**config.mk**
```make
export PLATFORM = sky130hd
export DESIGN_NAME = demux13
export DESIGN_NICKNAME = d
export VERILOG_FILES = /design/src/rtl/demux13.sv
export SDC_FILE = /design/constraint.sdc
export NUM_CORES = 1
export LEC_CHECK = 0
export ABC_AREA = 1
export BUFFER_PORTS_ARGS = -buffer_cell sky130_fd_sc_hd__buf_2
export CAP_MARGIN = 0
export CORE_MARGIN = 5
export CORE_UTILIZATION = 30
export CTS_CLUSTER_SIZE = 25
export DETAILED_ROUTE_END_ITERATION = 10
export PLACE_DENSITY_LB_ADDON = 0.08
export SYNTH_ARGS = -nofsm -noshare
export SYNTH_HDL_FRONTEND = slang
export SYNTH_SLANG_ARGS = --single-unit
```
**constraint.sdc**
```tcl
create_clock -name clk -period 1.6 [get_ports clk]
set_input_delay 0.32 -clock clk [delete_from_list [all_inputs] [get_ports clk]]
set_output_delay 0.32 -clock clk [all_outputs]
set_load 0.02 [all_outputs]
```
**src/rtl/demux13.sv**
```systemverilog
// demux13: registered 1-to-3 steering stage with valid/ready handshake.
// One holding register carries the word and its destination. The producer
// is ready whenever the holder is empty or the holder's own consumer is
// taking the word this cycle. Words with select 11 are dropped, flagged on
// err for one cycle and counted in a saturating counter.
//
// Handshake: a transfer happens on a rising clk edge where valid and ready
// are both high. A raised valid and its data stay stable until that edge.
// Ready may depend on the far side's ready, but never on valid.
module demux13 #(
  parameter int N = 32
) (
  input  logic         clk,
  input  logic         rst_n,
  input  logic [N-1:0] in_data,
  input  logic [1:0]   in_sel,
  input  logic         in_valid,
  output logic         in_ready,
  output logic [N-1:0] out_a_data,
  output logic         out_a_valid,
  input  logic         out_a_ready,
  output logic [N-1:0] out_b_data,
  output logic         out_b_valid,
  input  logic         out_b_ready,
  output logic [N-1:0] out_c_data,
  output logic         out_c_valid,
  input  logic         out_c_ready,
  output logic         err,
  output logic [7:0]   err_count
);

  localparam logic [1:0] SEL_A   = 2'd0;
  localparam logic [1:0] SEL_B   = 2'd1;
  localparam logic [1:0] SEL_C   = 2'd2;
  localparam logic [1:0] SEL_BAD = 2'd3;

  logic         hold_valid_q, hold_valid_d;
  logic [1:0]   hold_sel_q,   hold_sel_d;
  logic [N-1:0] hold_data_q,  hold_data_d;
  logic         err_q,        err_d;
  logic [7:0]   err_count_q,  err_count_d;

  logic dst_ready;
  logic drain;
  logic accept;
  logic accept_good;
  logic accept_bad;

  // Pick the ready of whichever consumer the held word is bound for.
  always_comb begin
    dst_ready = 1'b0;
    case (hold_sel_q)
      SEL_A:   dst_ready = out_a_ready;
      SEL_B:   dst_ready = out_b_ready;
      SEL_C:   dst_ready = out_c_ready;
      default: dst_ready = 1'b0;
    endcase
  end

  assign drain       = hold_valid_q & dst_ready;
  assign in_ready    = rst_n & (~hold_valid_q | dst_ready);
  assign accept      = in_valid & in_ready;
  assign accept_good = accept & (in_sel != SEL_BAD);
  assign accept_bad  = accept & (in_sel == SEL_BAD);

  // Next-state for the holding register and the drop statistics.
  always_comb begin
    hold_valid_d = hold_valid_q;
    hold_sel_d   = hold_sel_q;
    hold_data_d  = hold_data_q;
    err_d        = accept_bad;
    err_count_d  = err_count_q;
    if (drain) begin
      hold_valid_d = 1'b0;
    end
    if (accept_good) begin
      hold_valid_d = 1'b1;
      hold_sel_d   = in_sel;
      hold_data_d  = in_data;
    end
    if (accept_bad && (err_count_q != 8'hFF)) begin
      err_count_d = err_count_q + 8'd1;
    end
  end

  // State register with synchronous active-low reset; a pending word is lost.
  always_ff @(posedge clk) begin
    if (!rst_n) begin
      hold_valid_q <= 1'b0;
      hold_sel_q   <= SEL_A;
      hold_data_q  <= '0;
      err_q        <= 1'b0;
      err_count_q  <= 8'd0;
    end else begin
      hold_valid_q <= hold_valid_d;
      hold_sel_q   <= hold_sel_d;
      hold_data_q  <= hold_data_d;
      err_q        <= err_d;
      err_count_q  <= err_count_d;
    end
  end

  // Only the addressed consumer sees the word; idle ports read zero.
  // Valids are also forced low while reset is held.
  assign out_a_valid = rst_n & hold_valid_q & (hold_sel_q == SEL_A);
  assign out_b_valid = rst_n & hold_valid_q & (hold_sel_q == SEL_B);
  assign out_c_valid = rst_n & hold_valid_q & (hold_sel_q == SEL_C);
  assign out_a_data  = out_a_valid ? hold_data_q : '0;
  assign out_b_data  = out_b_valid ? hold_data_q : '0;
  assign out_c_data  = out_c_valid ? hold_data_q : '0;
  assign err         = err_q;
  assign err_count   = err_count_q;

endmodule

```
==> tab_implementation.tex, run 1 <==
\begin{tabular}{lr}
\hline
Metric & Value \\
\hline
\multicolumn{2}{l}{\textbf{Routing}} \\
\quad Drc violations & 0 \\
\quad Routed wire length per instance & around 13 um \\
\quad Post-detailed-route via-to-cell ratio & 4.37 \\
\quad DR iter-0 viols & 60 \\
\quad Count of antenna-violating nets left after detailed routing & 0 \\
\quad TritonRoute pass-1 iters & 4 \\
\quad Total routed wirelength & about 8900 um \\
\quad Vias & a little under 3000 \\
\multicolumn{2}{l}{\textbf{Timing}} \\
\quad Slew at the pin closest to its max-slew limit & around 0.28 ns \\
\quad Sum of negative setup slack & -20.63 ns \\
\quad Highest clock rate & between 500 and 600 MHz \\
\quad Endpoints failing hold & 0 \\
\quad Max-slew headroom at the worst pin & 81.0\% \\
\quad Fin. max-slew vios & 0 \\
\quad Clock skew after layout & between 0.009 and 0.01 ns \\
\quad Min Clock Period, post-route & roughly 1.9 ns \\
\quad Ratio of final minimum period to clock period & 117\% \\
\quad RSZ-0062 raised after global routing & yes \\
\quad Worst path setup slack after routing & -0.277 ns \\
\quad Final setup vio count & 98 \\
\multicolumn{2}{l}{\textbf{Power}} \\
\quad Leakage power total & roughly 2.1 nW \\
\quad Maximum vdd ir drop & 342 uV \\
\quad Power density over the cells & 565 mW/mm\^{}2 \\
\quad Power, Total & approximately 2.5 mW \\
\multicolumn{2}{l}{\textbf{Synthesis}} \\
\quad Mux contribution to synthesized area & 0\% \\
\quad Gate count after technology mapping & roughly 400 \\
\quad Total nets after synthesis & approximately 450 \\
\quad Synth Warn \# & 0 \\
\quad Post-Synth XOR/XNOR Area & less than 1\% \\
\quad Number of distinct standard cells referenced by the synthesized netlist & 21 \\
\quad Largest family of logic cells by synthesized area & simple AND/OR/NAND/NOR gates \\
\quad Summed instance area of the synthesized netlist & $\sim$0.0024 sq mm \\
\quad Adder and majority cell fraction of the synthesized area & less than 1\% \\
\quad Sequential fraction of the synthesis area & between 30\% and 40\% \\
\quad Synth Area in Compound Gates & under 10\% \\
\quad Simple-gate share of the synthesized area & 36.3\% \\
\quad Mean area per synthesized cell & 5.98 sq um \\
\quad Synthesis-stage register bit count & 44 \\
\multicolumn{2}{l}{\textbf{Global route}} \\
\quad Largest net degree at the start of global routing & 38 \\
\quad Initial antenna violation count & 0 \\
\quad Number of global-route vias before repair & roughly 2600 \\
\quad Total routing resource utilization after global routing & about 17\% \\
\quad Overflow after GRT & 0 \\
\quad Global-route wire length before repair & about 13000 um \\
\multicolumn{2}{l}{\textbf{Critical path}} \\
\quad Cell count of the worst reg-to-reg path & 8 \\
\quad Required @ worst endpoint & between 1 and 1.5 ns \\
\quad Critical register-to-register path endpoint & hold\_data\_q[21] \\
\quad Worst setup path category & flop to primary output \\
\quad Setup slack, reg-to-reg & $\sim$0.03 ns \\
\quad Arrival time at the worst endpoint & between 1.5 and 2 ns \\
\quad Critical path origin & hold\_sel\_q[1] \\
\quad Maximum fanout count along the critical path & 16 \\
\quad Worst setup SP type & flop \\
\quad Crit path capture type & primary output \\
\quad Source of the worst register-to-register timing path & hold\_sel\_q[0] \\
\multicolumn{2}{l}{\textbf{Run status}} \\
\quad Outcome & finished, violations left \\
\quad Failing checks & setup timing \\
\multicolumn{2}{l}{\textbf{Worst hold path}} \\
\quad Number of cells on the worst hold path & 3 \\
\quad Startpoint of the lowest-slack hold path & in\_data[6] \\
\quad Endpoint of the worst hold-timing path & hold\_data\_q[6] \\
\quad Class of the tightest hold or removal check & input pin to flop \\
\multicolumn{2}{l}{\textbf{Clock network}} \\
\quad Number of CTS-inserted buffers & 5 \\
\quad Later-pin clock latency in the skew report & $\sim$0.30 ns \\
\quad TritonCTS clock tree & yes \\
\quad Cts-stage hold buffer count & 0 \\
\quad CTS sink count & 44 \\
\quad Number of levels the H-tree was split into & 2 \\
\quad Clock input transition at the sequential cells of the worst setup and hold paths & roughly 0.090 ns \\
\quad Root Buffer & sky130\_fd\_sc\_hd\_\_clkbuf\_8 \\
\quad Maximum clock insertion buffer count & 2 \\
\multicolumn{2}{l}{\textbf{Floorplan}} \\
\quad Ports placed on the boundary & between 100 and 150 \\
\quad Floorplan row count & 32 \\
\quad Initial cell density of the core & 31.1\% \\
\quad Die boundary height & 99.7 um \\
\quad Core area & between 0.007 and 0.008 sq mm \\
\quad Die area & between 0.009 and 0.01 sq mm \\
\quad Chip Width & roughly 100 um \\
\multicolumn{2}{l}{\textbf{Place}} \\
\quad Pre-CTS setup slack & -0.0659 ns \\
\quad RePlAce Congestion & between 0.7 and 0.8 \\
\quad Number of cells in the design after placement & around 650 \\
\quad HPWL after DPL & 5460 um \\
\quad Count of input and output buffers & between 100 and 150 \\
\multicolumn{2}{l}{\textbf{Run}} \\
\quad Max-Cap Viols & 0 \\
\multicolumn{2}{l}{\textbf{Cells and area}} \\
\quad Non-filler instance count after layout & approximately 670 \\
\quad Share of cells above drive strength 1 & a little under half \\
\quad Antenna cell count & 0 \\
\quad NumNets Final & around 600 \\
\quad Layout Area Growth over Synthesis & 85.0\% \\
\hline
\end{tabular}
==> cells in the final DEF, fill, tap and decap left out, types with 15 or more instances in the layout <==
cell                      instances
sky130_fd_sc_hd__nor2_1          80
sky130_fd_sc_hd__inv_1           75
sky130_fd_sc_hd__buf_2           64
sky130_fd_sc_hd__buf_6           56
sky130_fd_sc_hd__nand2_1         48
sky130_fd_sc_hd__buf_4           46
sky130_fd_sc_hd__nor2_4          40
sky130_fd_sc_hd__dfxtp_1         40
sky130_fd_sc_hd__o21ai_0         27
sky130_fd_sc_hd__nor2_2          26
sky130_fd_sc_hd__nand3_1         15
==> through the flow <==
step / area (sq um) / util (%) / hold WS [ns]
3_5_place_dp: 3440 / 44.3 / 0.501
5_1_grt: 4470 / 57.5 / 0.243
3_3_place_gp: 3440 / 44.3 / 0.488
4_1_cts: 4210 / 54.2 / 0.244
6_report: 4470 / 57.5 / 0.255
2_1_floorplan: 2550 / - / 0.466
==> sequential cells by signal, indices dropped and copies added, names as in the netlist <==
| register | flops |
|---|---|
| err | 1 |
| err_count | 8 |
| hold_data_q | 32 |
| hold_sel_q | 2 |
| hold_valid_q | 1 |
==> per-layer routing <==
metal	up-vias	track usage (%)	wire (um)	part of all wire [%]
li1	1510	-	-	-
met1	1286	20.7	3720	42
met2	112	29.3	4430	50
met3	13	4.28	646	7.2
met4	0	4.10	140	1.6
met5	-	0	0	0
==> worst max-delay path: stages, from the launching register on <==
cell                      delay (ns)
sky130_fd_sc_hd__dfxtp_2        0.34
sky130_fd_sc_hd__buf_6          0.12
sky130_fd_sc_hd__nor3_4         0.26
sky130_fd_sc_hd__buf_6          0.18
sky130_fd_sc_hd__inv_12         0.08
sky130_fd_sc_hd__nor2_1         0.12
sky130_fd_sc_hd__buf_4          0.16
==> synthesized netlist by cell type <==
master | count | area, sq um
sky130_fd_sc_hd__and2_1 | 1 | 6.26
sky130_fd_sc_hd__nor3_1 | 4 | 20.0
sky130_fd_sc_hd__nor2_4 | 1 | 11.3
sky130_fd_sc_hd__buf_4 | 1 | 7.51
sky130_fd_sc_hd__dfxtp_1 | 44 | 881
sky130_fd_sc_hd__nand2_1 | 49 | 184
sky130_fd_sc_hd__buf_6 | 5 | 56.3
sky130_fd_sc_hd__a21oi_1 | 5 | 25.0
sky130_fd_sc_hd__buf_2 | 13 | 65.1
sky130_fd_sc_hd__nand3_1 | 15 | 75.1
sky130_fd_sc_hd__inv_2 | 3 | 11.3
sky130_fd_sc_hd__xnor2_1 | 1 | 8.76
sky130_fd_sc_hd__nand3_2 | 1 | 10.0
sky130_fd_sc_hd__clkbuf_1 | 3 | 11.3
sky130_fd_sc_hd__nor2_1 | 145 | 544
sky130_fd_sc_hd__ha_1 | 1 | 12.5
sky130_fd_sc_hd__nand4_2 | 2 | 25.0
sky130_fd_sc_hd__o211ai_1 | 2 | 15.0
sky130_fd_sc_hd__o21ai_0 | 27 | 135
sky130_fd_sc_hd__inv_1 | 76 | 285
sky130_fd_sc_hd__o21ai_1 | 5 | 25.0
==> worst max-delay path by stage <==
stage	to	slack (ns)	depth (start not counted)
floorplan	out_c_data[10]	-0.13	5
global route	out_c_data[30]	-0.37	5
CTS	out_a_data[16]	-0.25	6
finish	out_b_data[8]	-0.28	6
detailed placement	out_c_data[2]	-0.07	6
global placement	out_c_data[7]	-0.03	6
==> area by class of cell <==
| type | count | area, sq um |
|---|---|---|
| timing repair buffer | 173 | 1450 |
| tap | 102 | 128 |
| clock buffer | 6 | 72.6 |
| inverter | 79 | 352 |
| fill | 706 | 3300 |
| timing repair inverter | 3 | 38.8 |
| clock inverter | 2 | 35.0 |
| multi-input combinational | 259 | 1500 |
| sequential | 44 | 886 |
==> power by group <==
group / switching [mW] / internal (mW) / total, mW
Sequential: 0.0189 / 1.16 / 1.18
Combinational: 0.318 / 0.187 / 0.504
Clock: 0.379 / 0.464 / 0.843
==> repair_timing <==
action | in CTS | in global routing
buffers inserted | 5 | 2
setup endpoints to repair | 97 | 140
gates resized for setup | 176 | 64
pin swaps | 4 | 4
gates cloned | 4 | 1
==> kinds of logic (layout without fill, tap and decap cells) <==
| group | Yosys count | in the layout |
|---|---|---|
| buffers and inverters | 101 | 263 |
| flip-flops | 44 | 44 |
| AND/OR/NAND/NOR | 218 | 218 |
| adder cells (fa/ha/maj) | 1 | 1 |
| AO/OA/AOI/OAI | 39 | 39 |
| XOR/XNOR | 1 | 1 |
No activity file was read; power rests on OpenSTA's default activity.
==> inputs of run 2 (changes only) <==
--- a/config.mk
+++ b/config.mk
@@ -6,6 +6,7 @@
 export NUM_CORES = 1
 export LEC_CHECK = 0
 export ABC_AREA = 1
+export ABC_CLOCK_PERIOD_IN_PS = 1600
 export BUFFER_PORTS_ARGS = -buffer_cell sky130_fd_sc_hd__buf_2
 export CAP_MARGIN = 0
 export CORE_MARGIN = 5
@@ -13,6 +14,7 @@
 export CTS_CLUSTER_SIZE = 25
 export DETAILED_ROUTE_END_ITERATION = 10
 export PLACE_DENSITY_LB_ADDON = 0.08
+export SKIP_CTS_REPAIR_TIMING = 1
 export SYNTH_ARGS = -nofsm -noshare
 export SYNTH_HDL_FRONTEND = slang
 export SYNTH_SLANG_ARGS = --single-unit
==> run 2 against run 1 <==
  * The flow still finishes with violations (setup timing)
  * Hold slack lost 0.00069 ns
  * Register-to-register slack gained 0.08 ns
  * Critical path depth is the same
  * Highest routed layer unchanged
==> tab_implementation.tex, run 2 (synthesis gave the netlist of run 1 again) <==
\begin{tabular}{lr}
\hline
Metric & Value \\
\hline
\multicolumn{2}{l}{\textbf{Run status}} \\
\quad Outcome & finished, violations left (unchanged) \\
\quad Failing checks & setup timing (unchanged) \\
\multicolumn{2}{l}{\textbf{Critical path}} \\
\quad Source of the worst register-to-register timing path & hold\_sel\_q[0] (unchanged) \\
\quad Worst setup path category & flop to primary output (unchanged) \\
\quad Arrival time at the worst endpoint & 1.58 ns (was 1.56 ns) \\
\quad Cell count of the worst reg-to-reg path & 9 (was 8) \\
\quad Setup slack, reg-to-reg & 0.11 ns (was 0.03 ns) \\
\quad Crit path capture type & primary output (unchanged) \\
\quad Worst setup SP type & flop (unchanged) \\
\quad Maximum fanout count along the critical path & 16 (unchanged) \\
\quad Required @ worst endpoint & 1.28 ns (about the same) \\
\quad Critical register-to-register path endpoint & err\_count[7] (was hold\_data\_q[21]) \\
\multicolumn{2}{l}{\textbf{Routing}} \\
\quad DR iter-0 viols & 65 (was 60) \\
\quad Routed wire length per instance & 14.1 um (was 13.4 um) \\
\quad Total routed wirelength & 9470 um (was 8940 um) \\
\quad Post-detailed-route via-to-cell ratio & 4.41 (was 4.37) \\
\quad Count of antenna-violating nets left after detailed routing & 0 (unchanged) \\
\quad Vias & 2958 (was 2921) \\
\quad TritonRoute pass-1 iters & 4 (unchanged) \\
\quad Drc violations & 0 (unchanged) \\
\multicolumn{2}{l}{\textbf{Global route}} \\
\quad Largest net degree at the start of global routing & 38 (unchanged) \\
\quad Overflow after GRT & 0 (unchanged) \\
\quad Initial antenna violation count & 0 (unchanged) \\
\quad Total routing resource utilization after global routing & 14.3\% (was 16.8\%) \\
\quad Most Used Layer, Global Route & met2 (unchanged) \\
\quad Global-route wire length before repair & 11700 um (was 13400 um) \\
\quad GRT met1 Usage & 18.2\% (was 20.7\%) \\
\quad Met2 usage in global routing & 24.0\% (was 29.3\%) \\
\quad Number of global-route vias before repair & 2381 (was 2603) \\
\quad GR met3 Demand/Resource & 4.00\% (was 4.28\%) \\
\multicolumn{2}{l}{\textbf{Floorplan}} \\
\quad Ports placed on the boundary & 149 (unchanged) \\
\quad Floorplan row count & 32 (unchanged) \\
\quad Initial cell density of the core & 31.1\% (unchanged) \\
\quad Chip Width & 99.7 um (unchanged) \\
\quad Die area & 0.00994 sq mm (unchanged) \\
\quad Die boundary height & 99.7 um (unchanged) \\
\quad Core area & 0.00777 sq mm (unchanged) \\
\multicolumn{2}{l}{\textbf{Timing}} \\
\quad Slew at the pin closest to its max-slew limit & 0.303 ns (was 0.285 ns) \\
\quad Endpoints failing hold & 0 (unchanged) \\
\quad Highest clock rate & 527 MHz (was 533 MHz) \\
\quad RSZ-0062 raised after global routing & yes (unchanged) \\
\quad Worst path setup slack after routing & -0.297 ns (was -0.277 ns) \\
\quad Clock skew after layout & 0.0103 ns (was 0.00939 ns) \\
\quad Ratio of final minimum period to clock period & 119\% (was 117\%) \\
\quad Post-Route Hold Slack & 0.254 ns (was 0.255 ns) \\
\quad Max-slew headroom at the worst pin & 79.8\% (was 81.0\%) \\
\quad Final setup vio count & 99 (was 98) \\
\quad Fin. max-slew vios & 0 (unchanged) \\
\quad Min Clock Period, post-route & 1.90 ns (was 1.88 ns) \\
\quad Sum of negative setup slack & -20.29 ns (was -20.63 ns) \\
\multicolumn{2}{l}{\textbf{Cells and area}} \\
\quad Top library cells by usage in the layout, fill and taps aside & 86 x sky130\_fd\_sc\_hd\_\_buf\_6, 75 x sky130\_fd\_sc\_hd\_\_inv\_1, 74 x sky130\_fd\_sc\_hd\_\_nor2\_4 (was 80 x sky130\_fd\_sc\_hd\_\_nor2\_1, 75 x sky130\_fd\_sc\_hd\_\_inv\_1, 64 x sky130\_fd\_sc\_hd\_\_buf\_2) \\
\quad Design area & 0.00486 sq mm (was 0.00447 sq mm) \\
\quad Most frequent standard cell in the layout excluding fill and tap cells & sky130\_fd\_sc\_hd\_\_buf\_6 (was sky130\_fd\_sc\_hd\_\_nor2\_1) \\
\quad Non-filler instance count after layout & 670 (was 668) \\
\quad Final Util & 62.5\% (was 57.5\%) \\
\quad Layout Area Growth over Synthesis & 101\% (was 85.0\%) \\
\quad Max FFs per register & 32 (unchanged) \\
\quad NumNets Final & 608 (was 606) \\
\quad Share of cells above drive strength 1 & 51.1\% (was 47.0\%) \\
\quad Antenna cell count & 0 (unchanged) \\
\quad Top register by number of flip-flops & hold\_data\_q (unchanged) \\
\multicolumn{2}{l}{\textbf{Place}} \\
\quad HPWL after DPL & 5460 um (unchanged) \\
\quad Count of input and output buffers & 148 (unchanged) \\
\quad Pre-CTS setup slack & -0.0659 ns (unchanged) \\
\quad Number of cells in the design after placement & 648 (unchanged) \\
\quad RePlAce Congestion & 0.793 (unchanged) \\
\quad Placement Cell Area & 0.00344 sq mm (unchanged) \\
\multicolumn{2}{l}{\textbf{Worst hold path}} \\
\quad Number of cells on the worst hold path & 3 (unchanged) \\
\quad Endpoint of the worst hold-timing path & hold\_data\_q[6] (unchanged) \\
\quad Startpoint of the lowest-slack hold path & in\_data[6] (unchanged) \\
\quad Class of the tightest hold or removal check & input pin to flop (unchanged) \\
\multicolumn{2}{l}{\textbf{Run}} \\
\quad Max-Cap Viols & 0 (unchanged) \\
\multicolumn{2}{l}{\textbf{Clock network}} \\
\quad Later-pin clock latency in the skew report & 0.30 ns (about the same) \\
\quad Clock input transition at the sequential cells of the worst setup and hold paths & 0.08 ns (was 0.09 ns) \\
\quad Number of CTS-inserted buffers & 5 (unchanged) \\
\quad Maximum clock insertion buffer count & 2 (unchanged) \\
\quad Number of levels the H-tree was split into & 2 (unchanged) \\
\quad Root Buffer & sky130\_fd\_sc\_hd\_\_clkbuf\_8 (unchanged) \\
\quad CTS sink count & 44 (unchanged) \\
\quad TritonCTS clock tree & yes (unchanged) \\
\multicolumn{2}{l}{\textbf{Power}} \\
\quad Power density over the cells & 527 mW/mm\^{}2 (was 565 mW/mm\^{}2) \\
\quad Leakage power total & 2.15 nW (was 2.13 nW) \\
\quad Maximum vdd ir drop & 343 uV (was 342 uV) \\
\quad Power, Total & 2.56 mW (was 2.52 mW) \\
\hline
\end{tabular}
==> run 2: worst max-delay path by stage <==
stage                       start              to  depth (start not counted)
floorplan           hold_sel_q[1]  out_c_data[10]                          5
global placement            rst_n   out_c_data[7]                          6
detailed placement          rst_n   out_c_data[2]                          6
CTS                 hold_sel_q[0]   out_c_data[2]                          5
global route        hold_sel_q[0]   out_b_data[9]                          6
finish               hold_valid_q  out_b_data[15]                          6
==> run 2: area by class of cell <==
cell class                 instances  area [sq um]
tap                              102           128
timing repair inverter             5          70.1
inverter                          79           342
clock inverter                     2          35.0
multi-input combinational        259          1750
fill                             652          2910
sequential                        44           888
timing repair buffer             173          1580
clock buffer                       6          72.6
==> run 2: critical path: stages (launching register included) <==
cell and delay, ns:
sky130_fd_sc_hd__dfxtp_4 0.36, sky130_fd_sc_hd__nand2_4 0.07, sky130_fd_sc_hd__nor3_4 0.29, sky130_fd_sc_hd__buf_6 0.19, sky130_fd_sc_hd__inv_16 0.08, sky130_fd_sc_hd__nor2_1 0.12, sky130_fd_sc_hd__buf_4 0.16
==> run 2: layer usage <==
layer / wire, um / part of all wire, % / up-vias
met3: 671 / 7.1 / 6
li1: - / - / 1516
met1: 3910 / 41 / 1337
met2: 4830 / 51 / 99
met5: 0 / 0 / -
met4: 56 / 0.59 / 0
==> run 2: report_power, final <==
group / internal [mW] / switching, mW / total (mW)
combinational: 0.185 / 0.352 / 0.537
clock: 0.464 / 0.383 / 0.847
sequential: 1.16 / 0.0187 / 1.18
==> inputs of run 3 (changes only) <==
--- a/config.mk
+++ b/config.mk
@@ -5,7 +5,6 @@
 export SDC_FILE = /design/constraint.sdc
 export NUM_CORES = 1
 export LEC_CHECK = 0
-export ABC_AREA = 1
 export ABC_CLOCK_PERIOD_IN_PS = 1600
 export BUFFER_PORTS_ARGS = -buffer_cell sky130_fd_sc_hd__buf_2
 export CAP_MARGIN = 0
==> run 3 against run 2 <==
  * The flow still finishes with violations (setup timing)
  * Clock skew is 0.00094 ns lower
  * Cell area is 14% lower
  * Fmax increased by 3.5%
  * First-iteration DRC count rose by 57%
  * Core utilization shrank 11 points
  * Final cell count decreased by 9.7%
  * Critical path depth fell by 1
  * Wire length is 1.2% higher
==> tab_implementation.tex, run 3 <==
\begin{tabular}{lr}
\hline
Metric & Value \\
\hline
\multicolumn{2}{l}{\textbf{Run status}} \\
\quad Failing checks & setup timing (unchanged) \\
\quad Outcome & finished, violations left (unchanged) \\
\multicolumn{2}{l}{\textbf{Routing}} \\
\quad TritonRoute pass-1 iters & 4 (unchanged) \\
\quad Routed wire length per instance & 15.8 um (was 14.1 um) \\
\quad Vias & 2963 (was 2958) \\
\quad Post-detailed-route via-to-cell ratio & 4.90 (was 4.41) \\
\quad DR iter-0 viols & 102 (was 65) \\
\quad Count of antenna-violating nets left after detailed routing & 0 (unchanged) \\
\quad Drc violations & 0 (unchanged) \\
\quad Total routed wirelength & 9580 um (was 9470 um) \\
\multicolumn{2}{l}{\textbf{Cells and area}} \\
\quad Non-filler instance count after layout & 605 (was 670) \\
\quad Share of cells above drive strength 1 & 46.2\% (was 51.1\%) \\
\quad Top library cells by usage in the layout, fill and taps aside & 96 x sky130\_fd\_sc\_hd\_\_and2\_1, 84 x sky130\_fd\_sc\_hd\_\_buf\_2, 77 x sky130\_fd\_sc\_hd\_\_buf\_4 (was 86 x sky130\_fd\_sc\_hd\_\_buf\_6, 75 x sky130\_fd\_sc\_hd\_\_inv\_1, 74 x sky130\_fd\_sc\_hd\_\_nor2\_4) \\
\quad Antenna cell count & 0 (unchanged) \\
\quad Max FFs per register & 32 (unchanged) \\
\quad Top register by number of flip-flops & hold\_data\_q (unchanged) \\
\quad NumNets Final & 540 (was 608) \\
\quad Layout Area Growth over Synthesis & 69.3\% (was 101\%) \\
\quad Most frequent standard cell in the layout excluding fill and tap cells & sky130\_fd\_sc\_hd\_\_and2\_1 (was sky130\_fd\_sc\_hd\_\_buf\_6) \\
\multicolumn{2}{l}{\textbf{Synthesis}} \\
\quad Prevailing post-synth register cell & sky130\_fd\_sc\_hd\_\_dfxtp\_1 (unchanged) \\
\quad Synth Area in Compound Gates & 19.6\% (was 8.29\%) \\
\quad Adder and majority cell fraction of the synthesized area & 0.506\% (was 0.518\%) \\
\quad Biggest area contributors in the synthesized netlist & sky130\_fd\_sc\_hd\_\_dfxtp\_1 36\%, sky130\_fd\_sc\_hd\_\_and2\_1 24\%, sky130\_fd\_sc\_hd\_\_a21oi\_1 8.5\% (was sky130\_fd\_sc\_hd\_\_dfxtp\_1 36\%, sky130\_fd\_sc\_hd\_\_nor2\_1 23\%, sky130\_fd\_sc\_hd\_\_inv\_1 12\%) \\
\quad Area share of the largest cell type after synthesis & 35.6\% (was 36.5\%) \\
\quad Number of distinct standard cells referenced by the synthesized netlist & 30 (was 21) \\
\quad Synth Warn \# & 0 (unchanged) \\
\quad Gate count after technology mapping & 328 (was 404) \\
\quad Count leader, synth & sky130\_fd\_sc\_hd\_\_and2\_1 (was sky130\_fd\_sc\_hd\_\_nor2\_1) \\
\quad Total nets after synthesis & 369 (was 445) \\
\quad Synth top cells by count & 96 x sky130\_fd\_sc\_hd\_\_and2\_1, 44 x sky130\_fd\_sc\_hd\_\_dfxtp\_1, 42 x sky130\_fd\_sc\_hd\_\_a21oi\_1 (was 145 x sky130\_fd\_sc\_hd\_\_nor2\_1, 76 x sky130\_fd\_sc\_hd\_\_inv\_1, 49 x sky130\_fd\_sc\_hd\_\_nand2\_1) \\
\quad Number of synthesized flops with an enable pin & 0 (unchanged) \\
\quad Synthesis-stage register bit count & 44 (unchanged) \\
\quad Share of flip-flops with an asynchronous set or reset after synthesis & 0\% (unchanged) \\
\quad Largest family of logic cells by synthesized area & simple AND/OR/NAND/NOR gates (unchanged) \\
\quad Sequential fraction of the synthesis area & 35.6\% (was 36.5\%) \\
\quad Mux contribution to synthesized area & 1.42\% (was 0\%) \\
\quad Post-Synth XOR/XNOR Area & 0\% (was 0.363\%) \\
\quad Simple-gate share of the synthesized area & 37.4\% (was 36.3\%) \\
\quad Cell type with the highest aggregate area in the netlist & sky130\_fd\_sc\_hd\_\_dfxtp\_1 (unchanged) \\
\quad Mean area per synthesized cell & 7.53 sq um (was 5.98 sq um) \\
\quad Summed instance area of the synthesized netlist & 0.00247 sq mm (was 0.00241 sq mm) \\
\multicolumn{2}{l}{\textbf{Floorplan}} \\
\quad Initial cell density of the core & 30.4\% (was 31.1\%) \\
\quad Core area & 0.00813 sq mm (was 0.00777 sq mm) \\
\quad Die area & 0.0102 sq mm (was 0.00994 sq mm) \\
\quad Floorplan row count & 33 (was 32) \\
\quad Chip Width & 101 um (was 99.7 um) \\
\quad Ports placed on the boundary & 149 (unchanged) \\
\quad Die boundary height & 101 um (was 99.7 um) \\
\multicolumn{2}{l}{\textbf{Global route}} \\
\quad Largest net degree at the start of global routing & 34 (was 38) \\
\quad Initial antenna violation count & 0 (unchanged) \\
\quad Global-route wire length before repair & 13300 um (was 11700 um) \\
\quad Number of global-route vias before repair & 2612 (was 2381) \\
\quad Total routing resource utilization after global routing & 16.3\% (was 14.3\%) \\
\quad Overflow after GRT & 0 (unchanged) \\
\multicolumn{2}{l}{\textbf{Critical path}} \\
\quad Cell count of the worst reg-to-reg path & 7 (was 9) \\
\quad Setup slack, reg-to-reg & -0.11 ns (was 0.11 ns) \\
\quad Worst setup SP type & flop (unchanged) \\
\quad Crit path capture type & primary output (unchanged) \\
\quad Maximum fanout count along the critical path & 5 (was 16) \\
\quad Arrival time at the worst endpoint & 1.51 ns (was 1.58 ns) \\
\quad Critical register-to-register path endpoint & err\_count[0] (was err\_count[7]) \\
\quad Source of the worst register-to-register timing path & hold\_sel\_q[1] (was hold\_sel\_q[0]) \\
\quad Required @ worst endpoint & 1.28 ns (about the same) \\
\quad Worst setup path category & flop to primary output (unchanged) \\
\multicolumn{2}{l}{\textbf{Clock network}} \\
\quad TritonCTS clock tree & yes (unchanged) \\
\quad Later-pin clock latency in the skew report & 0.30 ns (about the same) \\
\quad Clock input transition at the sequential cells of the worst setup and hold paths & 0.09 ns (was 0.08 ns) \\
\quad Number of CTS-inserted buffers & 5 (unchanged) \\
\quad CTS sink count & 44 (unchanged) \\
\quad Root Buffer & sky130\_fd\_sc\_hd\_\_clkbuf\_8 (unchanged) \\
\quad Number of levels the H-tree was split into & 2 (unchanged) \\
\quad Maximum clock insertion buffer count & 2 (unchanged) \\
\multicolumn{2}{l}{\textbf{Power}} \\
\quad Maximum vdd ir drop & 362 uV (was 343 uV) \\
\quad Leakage power total & 1.93 nW (was 2.15 nW) \\
\quad Power density over the cells & 593 mW/mm\^{}2 (was 527 mW/mm\^{}2) \\
\quad Power, Total & 2.48 mW (was 2.56 mW) \\
\multicolumn{2}{l}{\textbf{Worst hold path}} \\
\quad Startpoint of the lowest-slack hold path & in\_data[19] (was in\_data[6]) \\
\quad Number of cells on the worst hold path & 3 (unchanged) \\
\quad Class of the tightest hold or removal check & input pin to flop (unchanged) \\
\quad Endpoint of the worst hold-timing path & hold\_data\_q[19] (was hold\_data\_q[6]) \\
\multicolumn{2}{l}{\textbf{Timing}} \\
\quad Worst path setup slack after routing & -0.233 ns (was -0.297 ns) \\
\quad Max-slew headroom at the worst pin & 74.4\% (was 79.8\%) \\
\quad Final setup vio count & 129 (was 99) \\
\quad Fin. max-slew vios & 0 (unchanged) \\
\quad Endpoints failing hold & 0 (unchanged) \\
\quad Slew at the pin closest to its max-slew limit & 0.385 ns (was 0.303 ns) \\
\quad Clock skew after layout & 0.00932 ns (was 0.0103 ns) \\
\quad Ratio of final minimum period to clock period & 115\% (was 119\%) \\
\quad Highest clock rate & 546 MHz (was 527 MHz) \\
\quad Post-Route Hold Slack & 0.256 ns (was 0.254 ns) \\
\quad RSZ-0062 raised after global routing & yes (unchanged) \\
\quad Min Clock Period, post-route & 1.83 ns (was 1.90 ns) \\
\multicolumn{2}{l}{\textbf{Place}} \\
\quad Pre-CTS setup slack & -0.108 ns (was -0.0659 ns) \\
\quad Count of input and output buffers & 148 (unchanged) \\
\quad RePlAce Congestion & 0.754 (was 0.793) \\
\quad HPWL after DPL & 6340 um (was 5460 um) \\
\quad Number of cells in the design after placement & 586 (was 648) \\
\multicolumn{2}{l}{\textbf{Run}} \\
\quad Max-Cap Viols & 0 (unchanged) \\
\hline
\end{tabular}
==> run 3: how the worst max path moves through the flow <==
| stage | start | to | slack [ns] | cells after the start |
|---|---|---|---|---|
| 3_5_place_dp | hold_sel_q[0] | hold_data_q[0] | -0.11 | 5 |
| 4_1_cts | hold_sel_q[1] | out_b_data[22] | -0.37 | 5 |
| 2_1_floorplan | err_count[0] | err_count[4] | -0.08 | 5 |
| 3_3_place_gp | out_a_ready | hold_data_q[28] | -0.06 | 6 |
| 6_report | hold_sel_q[0] | in_ready | -0.23 | 5 |
| 5_1_grt | hold_sel_q[1] | out_a_data[21] | -0.33 | 5 |
==> run 3: cell type report <==
cell class | instances | area (sq um)
fill | 819 | 3950
tap | 105 | 131
inverter | 5 | 18.8
sequential | 44 | 895
multi-input combinational | 251 | 1610
clock inverter | 2 | 38.8
timing repair buffer | 192 | 1410
clock buffer | 6 | 82.6
==> run 3: layer usage <==
| metal | share of wire, % | global-route usage, % | up-vias |
|---|---|---|---|
| met5 | 0 | 0 | - |
| met4 | 2.0 | 4.04 | 0 |
| met3 | 7.2 | 4.08 | 15 |
| met2 | 49 | 26.8 | 109 |
| met1 | 42 | 21.3 | 1377 |
| li1 | - | - | 1462 |
==> run 3: stage by stage <==
| step | utilization (%) | setup TNS [ns] | area (sq um) |
|---|---|---|---|
| floorplan | - | -0.118 | 2490 |
| global placement | 44.1 | -1.80 | 3590 |
| detailed placement | 44.1 | -2.40 | 3590 |
| CTS | 45.6 | -33.53 | 3710 |
| global route | 51.4 | -29.09 | 4180 |
| finish | 51.4 | -17.27 | 4180 |
==> run 3: power breakdown <==
part           total [mW]  switching (mW)  internal (mW)
clock network       0.918           0.407          0.511
logic               0.395           0.217          0.177
registers            1.17          0.0342           1.13
total                2.48           0.659           1.82
==> run 3: logic make-up (layout without fill, tap and decap cells) <==
| group | Yosys count | after routing |
|---|---|---|
| fa+ha+maj | 1 | 1 |
| simple gates | 159 | 159 |
| compound gates | 88 | 88 |
| mux | 3 | 3 |
| flops | 44 | 44 |
| buf+inv | 33 | 205 |
==> run 3: critical path, stage by stage, from the launching register on <==
cell and delay, ns:
sky130_fd_sc_hd__dfxtp_2 0.37, sky130_fd_sc_hd__and2b_1 0.22, sky130_fd_sc_hd__buf_4 0.15, sky130_fd_sc_hd__mux2i_2 0.19, sky130_fd_sc_hd__a21oi_1 0.11, sky130_fd_sc_hd__buf_4 0.17
